===== src/rtl/fir_tap_sequencer.sv =====
// fir_tap_sequencer: sequences the taps of an NTAPS-tap FIR filter through an
// external multiplier. One product is requested per tap (ISSUE), the block
// waits for a rising edge of i_mul_ready (WAIT), accumulates the product, and
// after the last tap publishes the scaled sum on o_sample (DONE).
// Optional build macro: FIR_TAP_SEQUENCER_SATURATE_EN. Defined, the output
// clamps to the 24-bit signed range. Undefined, the output wraps.
module fir_tap_sequencer #(
    parameter int NTAPS = 8,
    parameter int ACCW  = 40 + $clog2(NTAPS)
) (
    input  logic                     i_clk,
    input  logic                     i_rst_n,
    input  logic                     i_valid,
    input  logic [23:0]              i_sample,
    input  logic                     i_coef_we,
    input  logic [$clog2(NTAPS)-1:0] i_coef_addr,
    input  logic [15:0]              i_coef_data,
    output logic                     o_mul_start,
    output logic [23:0]              o_mul_sample,
    output logic [15:0]              o_mul_coefficient,
    input  logic [39:0]              i_mul_product,
    input  logic                     i_mul_ready,
    output logic [23:0]              o_sample,
    output logic                     o_valid,
    output logic                     o_busy,
    output logic                     o_drop
);

    localparam int AW = $clog2(NTAPS);
    localparam logic [AW-1:0] LAST_IDX = AW'(NTAPS - 1);

    typedef enum logic [1:0] {
        IDLE,
        ISSUE,
        WAIT,
        DONE
    } state_t;

    state_t state;
    state_t state_next;

    logic [23:0]            taps  [NTAPS];
    logic [15:0]            coefs [NTAPS];
    logic signed [ACCW-1:0] acc;
    logic [AW-1:0]          index;
    logic [23:0]            sample_hold;
    logic [15:0]            coef_hold;
    logic                   ready_q;
    logic                   ready_rise;
    logic [23:0]            result;

    // Control strobes decoded from the current state.
    logic load;
    logic issue;
    logic accept;
    logic finish;

    assign ready_rise = i_mul_ready & ~ready_q;
    assign o_busy     = (state != IDLE);

    // The operands come straight from the arrays during ISSUE and from the
    // hold registers afterwards, so they stay frozen until the product is in
    // even if a coefficient is rewritten meanwhile.
    assign o_mul_sample      = (state == ISSUE) ? taps[index]  : sample_hold;
    assign o_mul_coefficient = (state == ISSUE) ? coefs[index] : coef_hold;

    // State register.
    // NOTE: every clocked block uses non-blocking assignments so all registers
    // update together from pre-edge values; blocking here would create order
    // dependent races between blocks.
    always_ff @(posedge i_clk) begin
        if (!i_rst_n) begin
            state <= IDLE;
        end else begin
            state <= state_next;
        end
    end

    // Next-state decode and per-state control strobes.
    // NOTE: every output of this block gets a default first, so no path can
    // leave one unassigned and infer a latch.
    always_comb begin
        state_next  = state;
        o_mul_start = 1'b0;
        load        = 1'b0;
        issue       = 1'b0;
        accept      = 1'b0;
        finish      = 1'b0;
        case (state)
            IDLE: begin
                if (i_valid) begin
                    load       = 1'b1;
                    state_next = ISSUE;
                end
            end
            ISSUE: begin
                o_mul_start = 1'b1;
                issue       = 1'b1;
                state_next  = WAIT;
            end
            WAIT: begin
                if (ready_rise) begin
                    accept     = 1'b1;
                    state_next = (index == LAST_IDX) ? DONE : ISSUE;
                end
            end
            DONE: begin
                finish     = 1'b1;
                state_next = IDLE;
            end
            default: state_next = IDLE;
        endcase
    end

    // Delay line and coefficient storage.
    // NOTE: both arrays are cleared by reset, so they are built from flops
    // rather than RAM, which has no reset port.
    always_ff @(posedge i_clk) begin
        if (!i_rst_n) begin
            for (int k = 0; k < NTAPS; k++) begin
                taps[k]  <= '0;
                coefs[k] <= '0;
            end
        end else begin
            if (i_coef_we) begin
                coefs[i_coef_addr] <= i_coef_data;
            end
            if (load) begin
                taps[0] <= i_sample;
                for (int k = 1; k < NTAPS; k++) begin
                    taps[k] <= taps[k-1];
                end
            end
        end
    end

    // Tap index, accumulator, operand hold and ready edge detector.
    always_ff @(posedge i_clk) begin
        if (!i_rst_n) begin
            acc         <= '0;
            index       <= '0;
            sample_hold <= '0;
            coef_hold   <= '0;
            ready_q     <= 1'b0;
        end else begin
            ready_q <= i_mul_ready;
            if (load) begin
                acc   <= '0;
                index <= '0;
            end
            if (issue) begin
                sample_hold <= taps[index];
                coef_hold   <= coefs[index];
            end
            if (accept) begin
                acc <= acc + {{(ACCW-40){i_mul_product[39]}}, i_mul_product};
                if (index != LAST_IDX) begin
                    index <= index + AW'(1);
                end
            end
        end
    end

    // Scale Q2.38 accumulator back to Q1.23: result bits are acc[38:15].
`ifdef FIR_TAP_SEQUENCER_SATURATE_EN
    // Clamp when the bits above the result sign disagree with it.
    always_comb begin
        if (acc[ACCW-1:38] == {(ACCW-38){acc[38]}}) begin
            result = acc[38:15];
        end else if (acc[ACCW-1]) begin
            result = 24'h800000;
        end else begin
            result = 24'h7FFFFF;
        end
    end
`else
    assign result = acc[38:15];
`endif

    // Output sample register and one-cycle strobes. o_valid rises together
    // with the new o_sample, on the cycle after DONE.
    always_ff @(posedge i_clk) begin
        if (!i_rst_n) begin
            o_sample <= '0;
            o_valid  <= 1'b0;
            o_drop   <= 1'b0;
        end else begin
            o_valid <= finish;
            o_drop  <= i_valid && (state != IDLE);
            if (finish) begin
                o_sample <= result;
            end
        end
    end

endmodule


===== config.mk =====
export PLATFORM = sky130hd
export DESIGN_NAME = fir_tap_sequencer
export DESIGN_NICKNAME = d
export VERILOG_FILES = /design/src/rtl/fir_tap_sequencer.sv
export SDC_FILE = /design/constraint.sdc
export NUM_CORES = 1
export LEC_CHECK = 0
export ABC_AREA = 1
export CAP_MARGIN = 20
export CORE_MARGIN = 2
export CORE_UTILIZATION = 45
export CTS_BUF_LIST = sky130_fd_sc_hd__clkbuf_4 sky130_fd_sc_hd__clkbuf_8
export DETAILED_ROUTE_END_ITERATION = 12
export GPL_ROUTABILITY_DRIVEN = 0
export GPL_TIMING_DRIVEN = 0
export PLACE_DENSITY = 0.71
export SYNTH_ARGS = -nofsm -noshare
export SYNTH_HDL_FRONTEND = slang
export SYNTH_SLANG_ARGS = --single-unit

===== constraint.sdc =====
create_clock -name i_clk -period 8.1 [get_ports i_clk]
set_input_delay 1.62 -clock i_clk [delete_from_list [all_inputs] [get_ports i_clk]]
set_output_delay 1.62 -clock i_clk [all_outputs]
set_load 0.005 [all_outputs]

# Word-level counts from Yosys, hierarchy flattened
# Memories as Yosys holds them, arrays and structs flattened. A register that Yosys moved wholly into a read port is not among the register bits.
# Cells that the tools add are included.
# totals
mem_count	2
register_bits	115
in_bits	88
wordCells	73
out_inout_bits	68
mem_bits_rw	320
# classes
add_sub_neg	2
bitwise	10
n_eq_ne	7
muxes	37
n_reduce_logical	6
# memory_table
name	words	word_bits	rd	rd_ports_with_merged_regs	wr	line_no	rtl
taps	8	24	8	1	8	42	logic [23:0] taps [NTAPS];
coefs	8	16	1	1	8	43	logic [15:0] coefs [NTAPS];
# ops
operator	n
24-bit 2-to-1 mux	9
43-bit 2-to-1 mux	2
43-bit adder	1
16-bit 2-to-1 mux	2
3-bit 2-to-1 mux	6
16-bit OR reduction	1
1-bit 2-to-1 mux	14
1-bit OR	8
2-bit one-hot mux with 4 select lines	1
2-bit 2-to-1 mux	3
2-bit == test, second input constant	2
2-bit inequality test, second input constant	2
2-bit nonzero test	2
3-bit by 1-bit adder with 3-bit output, second input constant	1
3-bit == test, second input constant	1
3-bit inequality test, second input constant	1
2-bit by 1-bit == test with 1-bit output, second input constant	1
2-bit zero test	1
2-bit AND reduction	1
1-bit AND	1
1-bit logical AND	1
1-bit inverter	1

# Logic depth before layout (Yosys ltp)
# Gate-level depths: netlist of run 1.
# depth
ltp_word	6
depth_mapped	15

# Worst setup path after synthesis of run 1
# No wires, ideal clock.
# synth_timing
path_kind	input port to flip-flop
start	input port i_rst_n
end	memory taps[0][0], enable pin
cell_stages	3
t_arrival_ns	5.311
setup_ns	1.536
setup_slack_ns	1.253
cell_sequence	clkbuf_1 clkbuf_1 nand2_1
# synth_lines
element	line_no	rtl
start: declaration	12	input logic i_rst_n,
end: declaration	42	

# Worst setup path after layout of run 1
# layout_timing
start	register state[0]
end	output port o_mul_sample[18]
# layout_between
elab_chain_len	2
# layout_lines
element	line_no	rtl
start: declaration	39	state_t state;
start signal: assignment	75	state <= state_next;
2-bit by 1-bit == test with 1-bit output	64	assign o_mul_sample = (state == ISSUE) ? taps[index] : sample_hold;
24-bit 2-to-1 mux	64	
end: declaration	19	output logic [23:0] o_mul_sample,
# Every way passes these cells.

==> impl_results.md, run 1 <==
* Wire per inst at 17.4 µm
* Max-Cap Viols at 0
* Largest net degree at the start of global routing at 68
* Internal at 3.82 mW
* Clock Skew at 34.6 ps
* WP data arrival at 3250 ps
* Net Sw Frac at 0.247
* ANT nets after route at 0
* Pwr/cell area at 203 nW/µm²
* Die ar. at 48600 µm²
* Pleak at 10.7 nW
* Via density per instance at 5.25
* R2r endpoint: taps[1][17]
* Post-CTS Hold Fix Bufs at 0
* Std cell rows at 79
* Finished Layout Cells at 3378
* Reg clk slew, reported paths at 60 ps
* I/O pins at 156
* Clock Tree Buf Depth at 3
* Share of cells above drive strength 1 at 0.0715
* Unrepaired setup endpoints after global routing: no
* Total CTS buffers at 73
* Worst Hold Depth at 2
* Worst reg2reg path depth at 7
* Core Footprint at 46400 µm²
* Yosys warning count at 0
* IO Port Bufs at 154
* Vias at 17.7k
* Number of flops mapped to enable cells by yosys at 320
* Critical path type: reg -> out
* CP required at 6480 ps
* Post-CTS sizing at 0
* P_sw at 1.25 mW
* Synthesized flop and latch total at 431
* WHS Endpoint: acc[12]
* Hold Slack at 469 ps
* Post-CTS setup buffer count at 0
* Final setup viols at 0
* Total track usage at 0.240
* Pre-CTS setup slack at 3310 ps
* HP Class: reg -> reg
* Die span in y at 220 µm
* CTS tree: built
* Clock share of power at 0.394
* Worst Hold Launch: acc[12]
* Die X at 220 µm
* Setup tns final at 0 ps
* Clk sink count at 431
* Fin. max-slew vios at 0
* Final Util at 0.538
* Flop pwr share at 0.510
* Setup WS post-layout at 3230 ps
* Rel. slew slack at 0.345
* Post-Syn Area at 21100 µm²
* Status: finished clean
* Worst-path fanout max at 10
* Post-synth cell types at 32
* Synth async-reset ratio at 0
* Syn Area/Cell at 8.49 µm²
* Post-layout power at 5.07 mW
* DRT Pass-1 Iters at 6
* Worst skew pair latency at 650 ps
* Initial detailed-routing violation count at 2015
* Peak Freq at 0.205 GHz
* Main flop type after synthesis: edfxtp_1
* CP Capture Type: output port
* DRC Markers at 0
* Area delta synth->final at 18.4%
* Nets@finish at 2842
* Mapped Cells at 2481
* Worst r2r src: state[1]
* Combinational power share at 0.096
* Number of global-route vias before repair at 16.7k
* Initial Utilization at 0.454
* FF-to-FF setup slack at 5210 ps
* Sequential share of the synthesized area at 0.562
* Syn_nets at 2610
* Detailed placer's ending HPWL at 42700 µm
* CP Launch Type: flop
* H-tree levels at 3
* First-pass GRT wire length at 89200 µm
* Overflow after GRT at 0
* Design Area, Final at 24900 µm²
* Tcrit/Tclk final at 0.602
* Least-Margin Pin Slew at 979 ps
* Min Tclk post-route at 4870 ps
* DP Cell Count at 3245
* Total wire length at 58900 µm
* Initial antenna violation count at 0
* Hold Fails Final Rpt at 0
* Placed Area at 23400 µm²
* VDD IR-drop max at 0.135 mV
* Root buf cell: clkbuf_8
==> cells by family (layout without fill, tap and decap cells) <==
family                   Yosys count  in the layout  share of synthesized area
other                              0              1                          0
AO/OA/AOI/OAI                    460            460                      0.120
flip-flops                       431            431                      0.562
adder cells (fa/ha/maj)           41             41                     0.0247
XOR/XNOR                           1              1                   0.000416
AND/OR/NAND/NOR                 1087           1087                      0.207
buffers and inverters            461            750                     0.0862
==> worst max-delay path: stages, from the launching register on <==
cell and delay, ps:
dfxtp_1 350, inv_1 60, nor2_1 600, clkbuf_1 570
o211ai_1 390, nand2_1 130, clkdlybuf4s50_1 500
==> cells in the final DEF, fill, tap and decap left out, types with 3 or more instances in the layout <==
cell | Yosys | final
clkbuf_4 | 0 | 29
clkdlybuf4s50_1 | 0 | 154
nand3_1 | 98 | 98
a21oi_1 | 175 | 175
o21ai_1 | 4 | 4
buf_4 | 11 | 11
o21ai_0 | 209 | 209
o211ai_1 | 8 | 8
nand3_2 | 7 | 7
nand2_2 | 16 | 16
nand3b_1 | 7 | 7
clkinv_1 | 0 | 8
o22ai_1 | 8 | 8
inv_1 | 336 | 336
edfxtp_1 | 320 | 320
nor3_1 | 11 | 11
buf_2 | 24 | 24
buf_1 | 4 | 4
ha_1 | 40 | 40
clkbuf_8 | 0 | 84
nand2_1 | 422 | 421
dfxtp_1 | 111 | 111
inv_2 | 4 | 4
nor2_1 | 520 | 520
o21bai_1 | 4 | 4
clkinv_2 | 0 | 5
nor2_4 | 3 | 3
o221ai_1 | 48 | 48
clkbuf_1 | 80 | 80
==> per-layer routing <==
layer | vias to the layer above | global-route usage | wire length [µm]
met4 | 0 | 0.106 | 1960
met1 | 8138 | 0.313 | 24100
met3 | 137 | 0.0362 | 5050
li1 | 8608 | - | -
met5 | - | 0 | 0
met2 | 866 | 0.399 | 27800
==> state kept, by name, indices dropped and copies added, names as in the netlist <==
| name | count |
|---|---|
| taps | 192 |
| coefs | 128 |
| acc | 39 |
| o_sample | 24 |
| sample_hold | 24 |
| coef_hold | 16 |
| index | 3 |
| state | 2 |
| o_drop | 1 |
| o_valid | 1 |
| ready_q | 1 |
==> worst max-delay path by stage <==
stage,from,to,depth (start not counted)
global route,index[1],o_mul_coefficient[6],8
CTS,state[0],o_mul_sample[18],6
floorplan,i_rst_n,taps[0][0],3
detailed placement,i_rst_n,taps[0][13],6
finish,state[0],o_mul_sample[18],6
global placement,i_rst_n,taps[0][13],4
==> power groups by stage <==
stage	clock [mW]	sequential (mW)	combinational [mW]
6_report	2.00	2.58	0.486
5_1_grt	2.13	2.60	0.532
4_1_cts	2.03	2.58	0.484
3_5_place_dp	0	2.63	0.481
3_3_place_gp	0	2.64	0.462
2_1_floorplan	0	2.62	0.267
==> synth_stat cells (2+ instances only) <==
cell type  number  area, µm²
a21oi_1       175        876
ha_1           40        500
nand3_1        98        490
o221ai_1       48        420
nor2_4          3       33.8
nand3_2         7       70.1
buf_2          24        120
nand2_2        16        100
o21ai_0       209       1050
dfxtp_1       111       2220
buf_4          11       82.6
o21ai_1         4       20.0
or2_2           2       12.5
o22ai_1         8       50.1
nor3_1         11       55.1
inv_1         336       1260
edfxtp_1      320       9610
buf_1           4       15.0
nand2_1       422       1580
o211ai_1        8       60.1
nor2_1        520       1950
inv_2           4       15.0
o21a_1          2       15.0
o21bai_1        4       30.0
clkbuf_1       80        300
buf_6           2       22.5
nand3b_1        7       52.6
==> area by class of cell <==
cell class / count / area (µm²)
repair buffers: 157 / 1610
multi-input cells: 1589 / 7430
inverters: 340 / 1280
clock inverters: 19 / 129
fillers: 4243 / 21400
well taps: 607 / 759
clock buffers: 113 / 1370
plain buffers: 121 / 541
diodes: 1 / 2.50
flip-flops and latches: 431 / 11800
(Power assumes the default switching activity.)
==> inputs of run 2 (changes only) <==
clock period = 4.75 ns   (was 8.1 ns; I/O delays follow)
==> impl_results.md, run 2 (synthesis results as in run 1) <==
* Root buf cell: clkbuf_8
* HP Class: reg -> reg
* P_sw at 2.17 mW
* Met3 Use GR at 0.0484
* Combinational power share at 0.096
* FF-to-FF setup slack at 1950 ps
* Cells along the critical path: inv_1 -> nor2_1 -> clkbuf_1 -> o211ai_1 -> nand2_1 -> clkdlybuf4s50_1
* Crit. Startpoint: state[0]
* Peak Freq at 0.238 GHz
* Die span in y at 220 µm
* Max-Cap Viols at 0
* Number of global-route vias before repair at 17.1k
* Total CTS buffers at 71
* Clock share of power at 0.390
* Largest Register: taps
* WHS Endpoint: acc[5]
* Final setup viols at 0
* Clock Skew at 27.8 ps
* First-pass GRT wire length at 90400 µm
* Nets@finish at 2838
* ANT nets after route at 0
* Overflow after GRT at 0
* Placed Area at 23400 µm²
* Share of cells above drive strength 1 at 0.0691
* Unrepaired setup endpoints after global routing: no
* Detailed placer's ending HPWL at 42500 µm
* VDD IR-drop max at 0.206 mV
* Initial detailed-routing violation count at 1829
* Initial antenna violation count at 0
* Pleak at 10.6 nW
* Internal at 6.40 mW
* DRC Markers at 0
* Tcrit/Tclk final at 0.885
* Hold Slack at 468 ps
* Std cell rows at 79
* GR Util met2 at 0.402
* WP data arrival at 3260 ps
* Clock Tree Buf Depth at 3
* Fillers at 4255
* IO Port Bufs at 154
* Wire per inst at 17.5 µm
* R2r endpoint: taps[3][12]
* Critical path type: reg -> out
* Hold Fails Final Rpt at 0
* Post-CTS setup buffer count at 0
* Worst Hold Depth at 2
* Commonest non-fill, non-tap cells in the layout: nor2_1 (520), nand2_1 (421), inv_1 (336)
* CTS tree: built
* CP Capture Type: output port
* Post-CTS Hold Fix Bufs at 0
* Rel. slew slack at 0.355
* Slowest cell on crit path: clkbuf_1
* Clk sink count at 431
* Worst Hold Launch: acc[5]
* Regs by FF count: taps (192), coefs (128), acc (39)
* Fin. max-slew vios at 0
* Worst reg2reg path depth at 6
* Total wire length at 59200 µm
* Reg clk slew, reported paths at 60 ps
* Status: finished clean
* Min Tclk post-route at 4210 ps
* Most Used Layer, Global Route: met2
* Core Footprint at 46400 µm²
* Final Util at 0.536
* Net Sw Frac at 0.253
* CP required at 3800 ps
* H-tree levels at 3
* Total track usage at 0.243
* Vias at 17.7k
* Least-Margin Pin Slew at 967 ps
* Design Area, Final at 24900 µm²
* Worst r2r src: state[1]
* Via density per instance at 5.25
* Post-CTS sizing at 0
* Number of flip-flops under the largest register name at 192
* Flop pwr share at 0.514
* Largest net degree at the start of global routing at 117
* Commonest non-fill, non-tap cell in the layout: nor2_1
* Die ar. at 48600 µm²
* DRT Pass-1 Iters at 6
* Grt met1 use at 0.308
* Worst skew pair latency at 660 ps
* CP Launch Type: flop
* I/O pins at 156
* Die X at 220 µm
* CP max stage delay at 600 ps
* Area delta synth->final at 18.0%
* Worst-path fanout max at 10
* Initial Utilization at 0.454
* Post-layout power at 8.57 mW
* Pwr/cell area at 345 nW/µm²
run 2: cell type report:
cell class,count,area [µm²],area share
flip-flops and latches,431,11800,0.476
multi-input cells,1589,7440,0.299
repair buffers,155,1570,0.0631
clock buffers,106,1280,0.0516
inverters,340,1280,0.0513
well taps,607,759,0.0306
plain buffers,121,541,0.0217
clock inverters,24,158,0.00634
diodes,1,2.50,0.000101
run 2: how the worst max path moves through the flow:
| stage | to | slack, ps | cells after the start |
|---|---|---|---|
| after floorplan | taps[0][0] | 530 | 3 |
| after detailed placement | taps[0][14] | 510 | 5 |
| after global routing | o_mul_sample[18] | 450 | 6 |
| after CTS | o_mul_sample[18] | 550 | 6 |
| final | o_mul_sample[18] | 540 | 6 |
| after global placement | taps[0][14] | -1750 | 4 |
run 2: routing by layer:
| layer | vias to the layer above | part of all wire | wire (µm) |
|---|---|---|---|
| li1 | 8601 | - | - |
| met1 | 8181 | 0.41 | 24100 |
| met2 | 826 | 0.47 | 27900 |
| met3 | 122 | 0.088 | 5210 |
| met4 | 0 | 0.034 | 2010 |
| met5 | - | 0 | 0 |
run 2: power groups by stage:
stage | clock network [mW] | registers, mW | logic (mW)
4_1_cts | 3.38 | 4.41 | 0.818
5_1_grt | 3.54 | 4.43 | 0.904
3_3_place_gp | 0 | 4.49 | 0.788
2_1_floorplan | 0 | 4.46 | 0.456
3_5_place_dp | 0 | 4.48 | 0.813
6_report | 3.34 | 4.41 | 0.823
run 2: worst max-delay path, delay by kind of cell (launching register included):
| family | cells | cell delay (ps) |
|---|---|---|
| flip-flops | 1 | 340 |
| AO/OA/AOI/OAI | 1 | 370 |
| buffers and inverters | 3 | 1180 |
| AND/OR/NAND/NOR | 2 | 700 |
run 2: stage by stage:
step	setup slack [ps]	setup TNS, ps	cells
CTS	545	0	3373
global route	451	0	3373
finish	544	0	3374
floorplan	527	0	2481
detailed placement	507	0	3243
global placement	-1750	-334070	3242
